$ cat src/rtl/x_frame_streamer_pkg.sv
// Shared types and default sizing for the x-sample frame streamer.
package xstream_pkg;

  localparam int unsigned XS_WIDTH = 16;
  localparam int unsigned XS_LENX  = 64;

  typedef enum logic {
    FILL,
    SEND
  } xs_state_e;

  typedef logic bank_idx_t;

endpackage

$ cat src/rtl/x_frame_streamer_if.sv
// Load-side and conv-engine-side valid/ready signals of the x frame streamer.
interface x_frame_streamer_if
  import xstream_pkg::*;
#(
  parameter int unsigned WIDTH = XS_WIDTH
);
  logic [WIDTH-1:0] ld_data_in;
  logic             ld_valid;
  logic             ld_ready;
  logic [WIDTH-1:0] m_data_out_x;
  logic             m_valid_x;
  logic             m_ready_x;

  modport master (
    output ld_data_in, ld_valid, m_ready_x,
    input  ld_ready, m_data_out_x, m_valid_x
  );

  modport slave (
    input  ld_data_in, ld_valid, m_ready_x,
    output ld_ready, m_data_out_x, m_valid_x
  );
endinterface

$ cat src/rtl/x_frame_streamer_bank.sv
// One frame of LENX samples: synchronous write, combinational read.
module x_frame_bank #(
  parameter int unsigned WIDTH = 16,
  parameter int unsigned LENX  = 64,
  parameter int unsigned ADDRX = $clog2(LENX)
) (
  input  logic             clk,
  input  logic             we,
  input  logic [ADDRX-1:0] waddr,
  input  logic [WIDTH-1:0] wdata,
  input  logic [ADDRX-1:0] raddr,
  output logic [WIDTH-1:0] rdata
);
  logic [WIDTH-1:0] mem [LENX];

  always_ff @(posedge clk) begin
    if (we) mem[waddr] <= wdata;
  end

  assign rdata = mem[raddr];
endmodule

$ cat src/rtl/x_frame_streamer.sv
// Collects one LENX-sample frame from the load port and streams it to a conv engine.
// XSTREAM_PINGPONG_EN: two banks so loading the next frame overlaps sending the current one.
module x_frame_streamer
  import xstream_pkg::*;
#(
  parameter int unsigned WIDTH = XS_WIDTH,
  parameter int unsigned LENX  = XS_LENX,
  parameter int unsigned ADDRX = $clog2(LENX)
) (
  input  logic                clk,
  input  logic                reset,
  x_frame_streamer_if.slave   xs,
  output logic                frame_done,
  output logic                busy
);
  localparam logic [ADDRX-1:0] LAST = ADDRX'(LENX - 1);

  logic             armed;
  logic             ld_rdy, m_vld;
  logic             ld_hs, send_hs;
  logic             fill_last, send_last;
  logic [ADDRX-1:0] fill_addr, send_addr;
  logic [WIDTH-1:0] rd_word;

  assign ld_hs     = xs.ld_valid && ld_rdy;
  assign send_hs   = m_vld && xs.m_ready_x;
  assign fill_last = (fill_addr == LAST);
  assign send_last = (send_addr == LAST);

  assign xs.ld_ready     = ld_rdy;
  assign xs.m_valid_x    = m_vld;
  // Gated so the bus reads 0 while idle and never follows fill writes.
  assign xs.m_data_out_x = m_vld ? rd_word : '0;

  // armed keeps ld_ready low while reset is held and for the first edge after.
  always_ff @(posedge clk or negedge reset) begin
    if (!reset) begin
      armed      <= 1'b0;
      fill_addr  <= '0;
      send_addr  <= '0;
      frame_done <= 1'b0;
    end else begin
      armed <= 1'b1;
      if (ld_hs)   fill_addr <= fill_last ? '0 : fill_addr + ADDRX'(1);
      if (send_hs) send_addr <= send_last ? '0 : send_addr + ADDRX'(1);
      frame_done <= send_hs && send_last;
    end
  end

`ifdef XSTREAM_PINGPONG_EN
  logic [1:0]       full, full_set, full_clr;
  bank_idx_t        fill_bank, send_bank;
  logic [WIDTH-1:0] rd_bank [2];

  // Set and clear always target different banks, so both may fire together.
  always_comb begin
    full_set = '0;
    full_clr = '0;
    if (ld_hs && fill_last)   full_set[fill_bank] = 1'b1;
    if (send_hs && send_last) full_clr[send_bank] = 1'b1;
  end

  assign ld_rdy = armed && !full[fill_bank];
  assign m_vld  = full[send_bank];

  always_ff @(posedge clk or negedge reset) begin
    if (!reset) begin
      full      <= '0;
      fill_bank <= '0;
      send_bank <= '0;
    end else begin
      full <= (full | full_set) & ~full_clr;
      if (ld_hs && fill_last)   fill_bank <= ~fill_bank;
      if (send_hs && send_last) send_bank <= ~send_bank;
    end
  end

  for (genvar b = 0; b < 2; b++) begin : g_bank
    x_frame_bank #(.WIDTH(WIDTH), .LENX(LENX), .ADDRX(ADDRX)) u_bank (
      .clk   (clk),
      .we    (ld_hs && (fill_bank == bank_idx_t'(b))),
      .waddr (fill_addr),
      .wdata (xs.ld_data_in),
      .raddr (send_addr),
      .rdata (rd_bank[b])
    );
  end

  assign rd_word = rd_bank[send_bank];
  assign busy    = (|full) || (fill_addr != '0) || frame_done;
`else
  xs_state_e state, state_nxt;

  always_ff @(posedge clk or negedge reset) begin
    if (!reset) state <= FILL;
    else        state <= state_nxt;
  end

  always_comb begin
    state_nxt = state;
    ld_rdy    = 1'b0;
    m_vld     = 1'b0;
    unique case (state)
      FILL: begin
        ld_rdy = armed;
        if (armed && xs.ld_valid && fill_last) state_nxt = SEND;
      end
      SEND: begin
        m_vld = 1'b1;
        if (xs.m_ready_x && send_last) state_nxt = FILL;
      end
      default: state_nxt = FILL;
    endcase
  end

  x_frame_bank #(.WIDTH(WIDTH), .LENX(LENX), .ADDRX(ADDRX)) u_bank (
    .clk   (clk),
    .we    (ld_hs),
    .waddr (fill_addr),
    .wdata (xs.ld_data_in),
    .raddr (send_addr),
    .rdata (rd_word)
  );

  assign busy = (state == SEND) || (fill_addr != '0) || frame_done;
`endif
endmodule

$ cat src/flat_wrapper.sv
// flat-port wrapper written by rule: the top's interface ports become plain ports
module x_frame_streamer_flat import xstream_pkg::*;
#(
  parameter int unsigned WIDTH = XS_WIDTH,
  parameter int unsigned LENX  = XS_LENX,
  parameter int unsigned ADDRX = $clog2(LENX)
)
  (clk, reset, frame_done, busy, xs_ld_data_in, xs_ld_valid, xs_m_ready_x, xs_ld_ready, xs_m_data_out_x, xs_m_valid_x);
  x_frame_streamer_if #(.WIDTH(WIDTH)) xs_i ();
  input  logic clk;
  input  logic reset;
  output logic frame_done;
  output logic busy;
  input wire logic [$bits(xs_i.ld_data_in)-1:0] xs_ld_data_in;
  input wire logic [$bits(xs_i.ld_valid)-1:0] xs_ld_valid;
  input wire logic [$bits(xs_i.m_ready_x)-1:0] xs_m_ready_x;
  output wire logic [$bits(xs_i.ld_ready)-1:0] xs_ld_ready;
  output wire logic [$bits(xs_i.m_data_out_x)-1:0] xs_m_data_out_x;
  output wire logic [$bits(xs_i.m_valid_x)-1:0] xs_m_valid_x;
  assign xs_i.ld_data_in = xs_ld_data_in;
  assign xs_i.ld_valid = xs_ld_valid;
  assign xs_i.m_ready_x = xs_m_ready_x;
  assign xs_ld_ready = xs_i.ld_ready;
  assign xs_m_data_out_x = xs_i.m_data_out_x;
  assign xs_m_valid_x = xs_i.m_valid_x;
  x_frame_streamer #(.WIDTH(WIDTH), .LENX(LENX), .ADDRX(ADDRX)) u_core (.clk(clk), .reset(reset), .xs(xs_i), .frame_done(frame_done), .busy(busy));
endmodule
$ cat config.mk
export PLATFORM = sky130hd
export DESIGN_NAME = x_frame_streamer_flat
export DESIGN_NICKNAME = d
export VERILOG_FILES = /design/src/rtl/x_frame_streamer_pkg.sv /design/src/rtl/x_frame_streamer_if.sv /design/src/rtl/x_frame_streamer_bank.sv /design/src/rtl/x_frame_streamer.sv /design/src/flat_wrapper.sv
export SDC_FILE = /design/constraint.sdc
export NUM_CORES = 1
export LEC_CHECK = 0
export ABC_AREA = 1
export ABC_CLOCK_PERIOD_IN_PS = 5400
export BUFFER_PORTS_ARGS = -buffer_cell sky130_fd_sc_hd__buf_2
export CAP_MARGIN = 10
export CORE_AREA = 2 2 358 360
export CTS_CLUSTER_DIAMETER = 200
export DETAILED_ROUTE_END_ITERATION = 6
export DIE_AREA = 0 0 360 362
export HOLD_SLACK_MARGIN = 0.1
export SLEW_MARGIN = 15
export SYNTH_ARGS = -nofsm -noshare
export SYNTH_HDL_FRONTEND = slang
export SYNTH_SLANG_ARGS = --single-unit
$ cat constraint.sdc
create_clock -name clk -period 5.4 [get_ports clk]
set_input_delay 0.54 -clock clk [delete_from_list [all_inputs] [get_ports clk]]
set_output_delay 0.54 -clock clk [all_outputs]
set_load 0.03 [all_outputs]
# Word level (Yosys, flattened, before mapping)
# Memories as Yosys holds them, arrays and structs flattened.
# Cells that the tools add are included.
dict set report totals {
  out_inout_bits 20
  inputBits 20
  word_cells 30
  reg_bits 15
  mem_bits_rw 1024
  memories 1
}
dict set report op_classes {
  n_reduce_logical 9
  n_bitwise 1
  add_sub_neg 2
  mux 10
  eq_ne 2
}
# name words word_bits rd rd_ports_with_merged_regs write_ports line
set memory_table {}
lappend memory_table {u_core.u_bank.mem 64 16 1 0 1 x_frame_streamer_bank.sv:14} ;# logic [WIDTH-1:0] mem [LENX];
# op n
set ops {}
lappend ops {{16-bit two-way mux} 1}
lappend ops {{6-bit by 1-bit adder with 6-bit output, second input constant} 2}
lappend ops {{6-bit == test, second input constant} 2}
lappend ops {{6-bit two-way mux} 2}
lappend ops {{1-bit logical AND} 6}
lappend ops {{1-bit two-way mux} 6}
lappend ops {{6-bit nonzero test} 1}
lappend ops {{1-bit logical OR} 2}
lappend ops {{1-bit one-hot mux with 2 select lines} 1}
lappend ops {{1-bit NOT} 1}

# Depth between registers and ports, before layout
dict set report depth {
  depth_word 4
  ltp_mapped 17
  depth_no_buf 13
}

# Modules after synthesis
# A second synthesis with hierarchy kept.
dict set report hier_totals {
  cells_unflattened 3626
  hier_area_um2 42680.9
}
# module n_inst cells_per_inst area_each_um2
set by_module_without_submodules {}
lappend by_module_without_submodules {x_frame_bank 1 3501 41778.8}
lappend by_module_without_submodules {x_frame_streamer 1 125 902.1}

# Worst setup path before layout
# OpenSTA, ideal clock, no wires.
dict set report synth_path {
  path_kind {flip-flop to flip-flop}
  from {register u_core.state}
  to {memory u_core.u_bank.mem[42][0], enable pin}
  required_ps 4970
  path_buffers 0
  arrival_time_ps 3155
  path_slack_ps 1814
  stages_incl_launch_ff 6
  cell_sequence {dfrtp_1 nor2_1 nand2_1 clkinv_1 nand3_1 nor4_1}
}
dict set report synth_via {
  elab_chain_len 4
}
# element line
set synth_rtl {}
lappend synth_rtl {{start, declared} x_frame_streamer.sv:92} ;# xs_state_e state, state_nxt;
lappend synth_rtl {{start signal, assigned} x_frame_streamer.sv:96} ;# else state <= state_nxt;
lappend synth_rtl {{1-bit two-way mux} x_frame_streamer.sv:103} ;# unique case (state)
lappend synth_rtl {{via xs_ld_ready} flat_wrapper.sv:17} ;# output wire logic [$bits(xs_i.ld_ready)-1:0] xs_ld_ready;
lappend synth_rtl {{1-bit logical AND} x_frame_streamer.sv:25} ;# assign ld_hs = xs.ld_valid && ld_rdy;
lappend synth_rtl {{1-bit two-way mux} x_frame_streamer_bank.sv:17} ;# if (we) mem[waddr] <= wdata;
lappend synth_rtl {{1-bit two-way mux (implied by the code)} x_frame_streamer_bank.sv:17}
lappend synth_rtl {{end, declared} x_frame_streamer_bank.sv:14}
# The timed path passes the listed nets, and every way through them passes these cells.

# Worst setup path after layout
dict set report layout_path {
  from {register u_core.send_addr[2]}
  to {output port xs_m_data_out_x[12]}
}
dict set report layout_via {
  elab_chain_len 2
}
# element line
set layout_rtl {}
lappend layout_rtl {{start, declared} x_frame_streamer.sv:22} ;# logic [ADDRX-1:0] fill_addr, send_addr;
lappend layout_rtl {{start signal, assigned} x_frame_streamer.sv:45} ;# if (send_hs) send_addr <= send_last ? '0 : send_addr + ADDRX'(1);
lappend layout_rtl {{memory 64 x 16 bit} --}
lappend layout_rtl {{16-bit two-way mux} x_frame_streamer.sv:33} ;# assign xs.m_data_out_x = m_vld ? rd_word : '0;
lappend layout_rtl {{end, declared} flat_wrapper.sv:18} ;# output wire logic [$bits(xs_i.m_data_out_x)-1:0] xs_m_data_out_x;
# Every way passes these cells.

==> flow_summary.ini <==
[outcome]
outcome = finished, final reports clean

[setup_path]
crit_end = xs_m_data_out_x[12]
cp_slowest_stage_delay_ns = 0.91
cp.arrival_ns = 4.43
r2r_cells = 6
cp_top_family = buffers and inverters
cp_num_buf_inv = 4
cp_cell_sequence = nand2_1 > inv_2 > buf_4 > nand2_1 > nand2_1 > inv_1 > nand2_1 > nand2_1 > nand2_1 > nor2_1 > nor2_1 > buf_2
cp_num_cells = 12
cp_max_fo = 35
end_kind = output port
reg2reg_slack_ns = 1.73
startpoint_type = flop
rr_startpoint = u_core.state
rr_endpoint = u_core.u_bank.mem[45][12]
critPathMostFrequentCell = nand2_1
slowest_stage = inv_2
required_ns = 4.86
startpoint = u_core.send_addr[2]
crit_type = flop to output port

[global_route]
grt_pass1_wl_mm = 180
grt_pass1_vias = 27623
grt_start_max_net_pins = 147
grt_remaining_overflow = 0
antenna_found_initial = 8
grt_usage_pct = 18.3

[synthesis]
avgSynthCellArea_um2 = 10.5
synth_fp_nets = 4209
synth.most_common_cell = nand2_1
synth_top_area_share_pct = 69.7
syn_area_um2 = 44100
ys_ff_latch = 1039
async_flop_share_pct = 1.44
synthTopCellsByCount = 1543 x nand2_1, 1024 x edfxtp_1, 451 x nand3_1
ys_types = 27
synthTopCellsByArea = edfxtp_1 70%, nand2_1 13%, nand3_1 5.1%
synth_edf_count = 1024
ys_seq_area_share_pct = 70.6
synth_cells = 4186
yosysTopAreaCell = edfxtp_1
yosys_most_used_dff = edfxtp_1
synth.yosys.warnings = 0

[pwr]
p_clk_share_pct = 31.8
swShare_pct = 34.9
power.total_mw = 22.5
comb_power_share_pct = 27.5
power.leakage_nw = 19.7
ir_drop_mv = 0.293
power.internal_mw = 14.7
power_switching_mw = 7.87
power_density_nw_per_um2 = 454
p_seq_share_pct = 40.7

[floorplanning]
core_area_um2 = 127000
die_h_um = 362
start_util_pct = 34.8
fp.dieW_um = 360
num_io_pins = 40
rows = 131
die_area_um2 = 130000

[layout]
fillerInstances = 11991
drive_gt1_share_pct = 7.49
nets = 4251
areaGrowthSynthToFinish_pct = 12.7
instances_no_fill = 5980

[route]
drt-initial-drc-count = 3294
finalWirelength_mm = 122
viasPerCell = 4.92
drtPass1Iterations = 6
vias = 29403
wl_per_cell_um = 20.3
remaining_drc_errors = 0
ant_nets = 0

[placed_design]
portBuffers = 39
dpl.hpwl_mm = 67.5
dp_cells = 5783
gp_congestion = 0.854

[clock_tree]
numCtsBuffers = 104
path_clk_slew_ns = 0.06
cts_max_level = 3
worstSkewPairLatency_ns = 0.70
cts_root_buf = clkbuf_16
ctsLongestPathBuffers = 3
cts.sinks = 1039
cts_tree = yes

[sta]
setup-tns-final_ns = 0
timing.final.crit_share_pct = 92.0
setup_viol = 0
finalHoldViolCount = 0
slew_violations = 0
fmax_ghz = 0.201
fin_skew_ns = 0.0345
maxSlewHeadroom_pct = 26.3
grt_setup_unrepaired = false
min_period_ns = 4.97
tightest_slew_ns = 1.11

[worst_hold_path]
hold_class = primary input to flop
min_from = xs_m_ready_x

[run]
cap_violations = 0
## metal layers
metal / up-vias / track usage (%) / routed length [um]
li1: 13817 / - / -
met2: 1153 / 29.3 / 56700
met5: - / 0 / 34
met1: 14246 / 25.7 / 52300
met4: 6 / 6.00 / 3310
met3: 181 / 2.40 / 9110
## worst register-to-register path: stages (launching register included)
cell and delay [ns]:
dfrtp_1 0.56, nor2_1 0.51, nand2_1 0.39, clkinv_1 0.28, nand3_1 0.36, nor4_2 0.90, buf_4 0.37
## flip-flops by register name, indices dropped and copies added, names as in the netlist
signal and flops:
u_core.u_bank.mem 1024, u_core.fill_addr 6, u_core.send_addr 6, u_core.armed 1, u_core.frame_done 1, u_core.state 1
## worst min path at each step
stage | to | depth (start not counted)
global placement | u_core.send_addr[3] | 1
detailed placement | u_core.send_addr[3] | 1
finish | u_core.state | 4
CTS | u_core.state | 4
floorplan | u_core.armed | 0
global route | u_core.state | 4
## power groups by stage
stage               registers [mW]  logic, mW  clock network [mW]
floorplan                     9.22       4.14                   0
global placement              9.33       6.19                   0
detailed placement            9.33       6.20                   0
CTS                           9.16       6.23                7.26
global route                  9.18       6.86                7.57
finish                        9.17       6.20                7.17
## cell families (layout without fill, tap and decap cells)
group / count (synthesis) / count (layout) / synth area share, %
AOI/OAI and AO/OA: 141 / 141 / 1.61
and+or+nand+nor: 2372 / 2372 / 21.6
DFF: 1039 / 1039 / 70.6
other: 1 / 4 / 0.00850
xor gates and xnor gates: 4 / 4 / 0.0794
buffers and inverters: 626 / 755 / 6.06
adders and majority gates: 3 / 3 / 0.0851
## final cells by class
| class | count | area, um2 | area share [%] |
|---|---|---|---|
| antenna | 3 | 7.51 | 0.0151 |
| multi-input combinational | 2521 | 10400 | 20.9 |
| inverter | 410 | 1550 | 3.13 |
| sequential | 1039 | 31100 | 62.7 |
| clock inverter | 67 | 616 | 1.24 |
| clock buffer | 126 | 2750 | 5.53 |
| timing repair buffer | 152 | 1180 | 2.38 |
| tap | 1662 | 2080 | 4.19 |
## timing repair
item                                   4_1_cts  5_1_grt
hold buffers                                 1        0
endpoints found under the hold margin       15        0
buffers inserted                             0        0
resized for setup                            0        0
## cell usage in the layout (no fill, tap or decap), types with 4 or more instances in the layout
cell	synthesis	layout
o21ai_0	103	103
edfxtp_1	1024	1024
clkinv_1	5	33
nand2_1	1543	1543
nor2_1	357	355
nand3_1	451	451
clkinvlp_4	0	7
buf_4	20	101
buf_2	77	39
or2_2	6	6
inv_2	4	4
nor3_2	0	4
clkbuf_16	0	107
dfrtp_1	15	12
a21oi_1	27	27
bufinv_16	0	9
clkbuf_1	78	19
buf_12	0	11
xor2_1	4	4
nor4_2	1	5
inv_1	401	399
o21ai_1	10	10
clkinv_2	0	15
## through the flow
| step | utilization [%] | hold WS, ns | setup slack, ns | instance area [um2] |
|---|---|---|---|---|
| final | 39.2 | 0.257 | 0.433 | 49700 |
| after floorplan | - | 0.244 | 1.81 | 44100 |
| after CTS | 39.2 | 0.214 | 0.456 | 49700 |
| after global placement | 36.5 | 0.488 | 1.29 | 46300 |
| after global routing | 39.2 | 0.249 | 0.237 | 49700 |
| after detailed placement | 36.5 | 0.495 | 1.22 | 46300 |
Power figures use the tool's default switching activity.
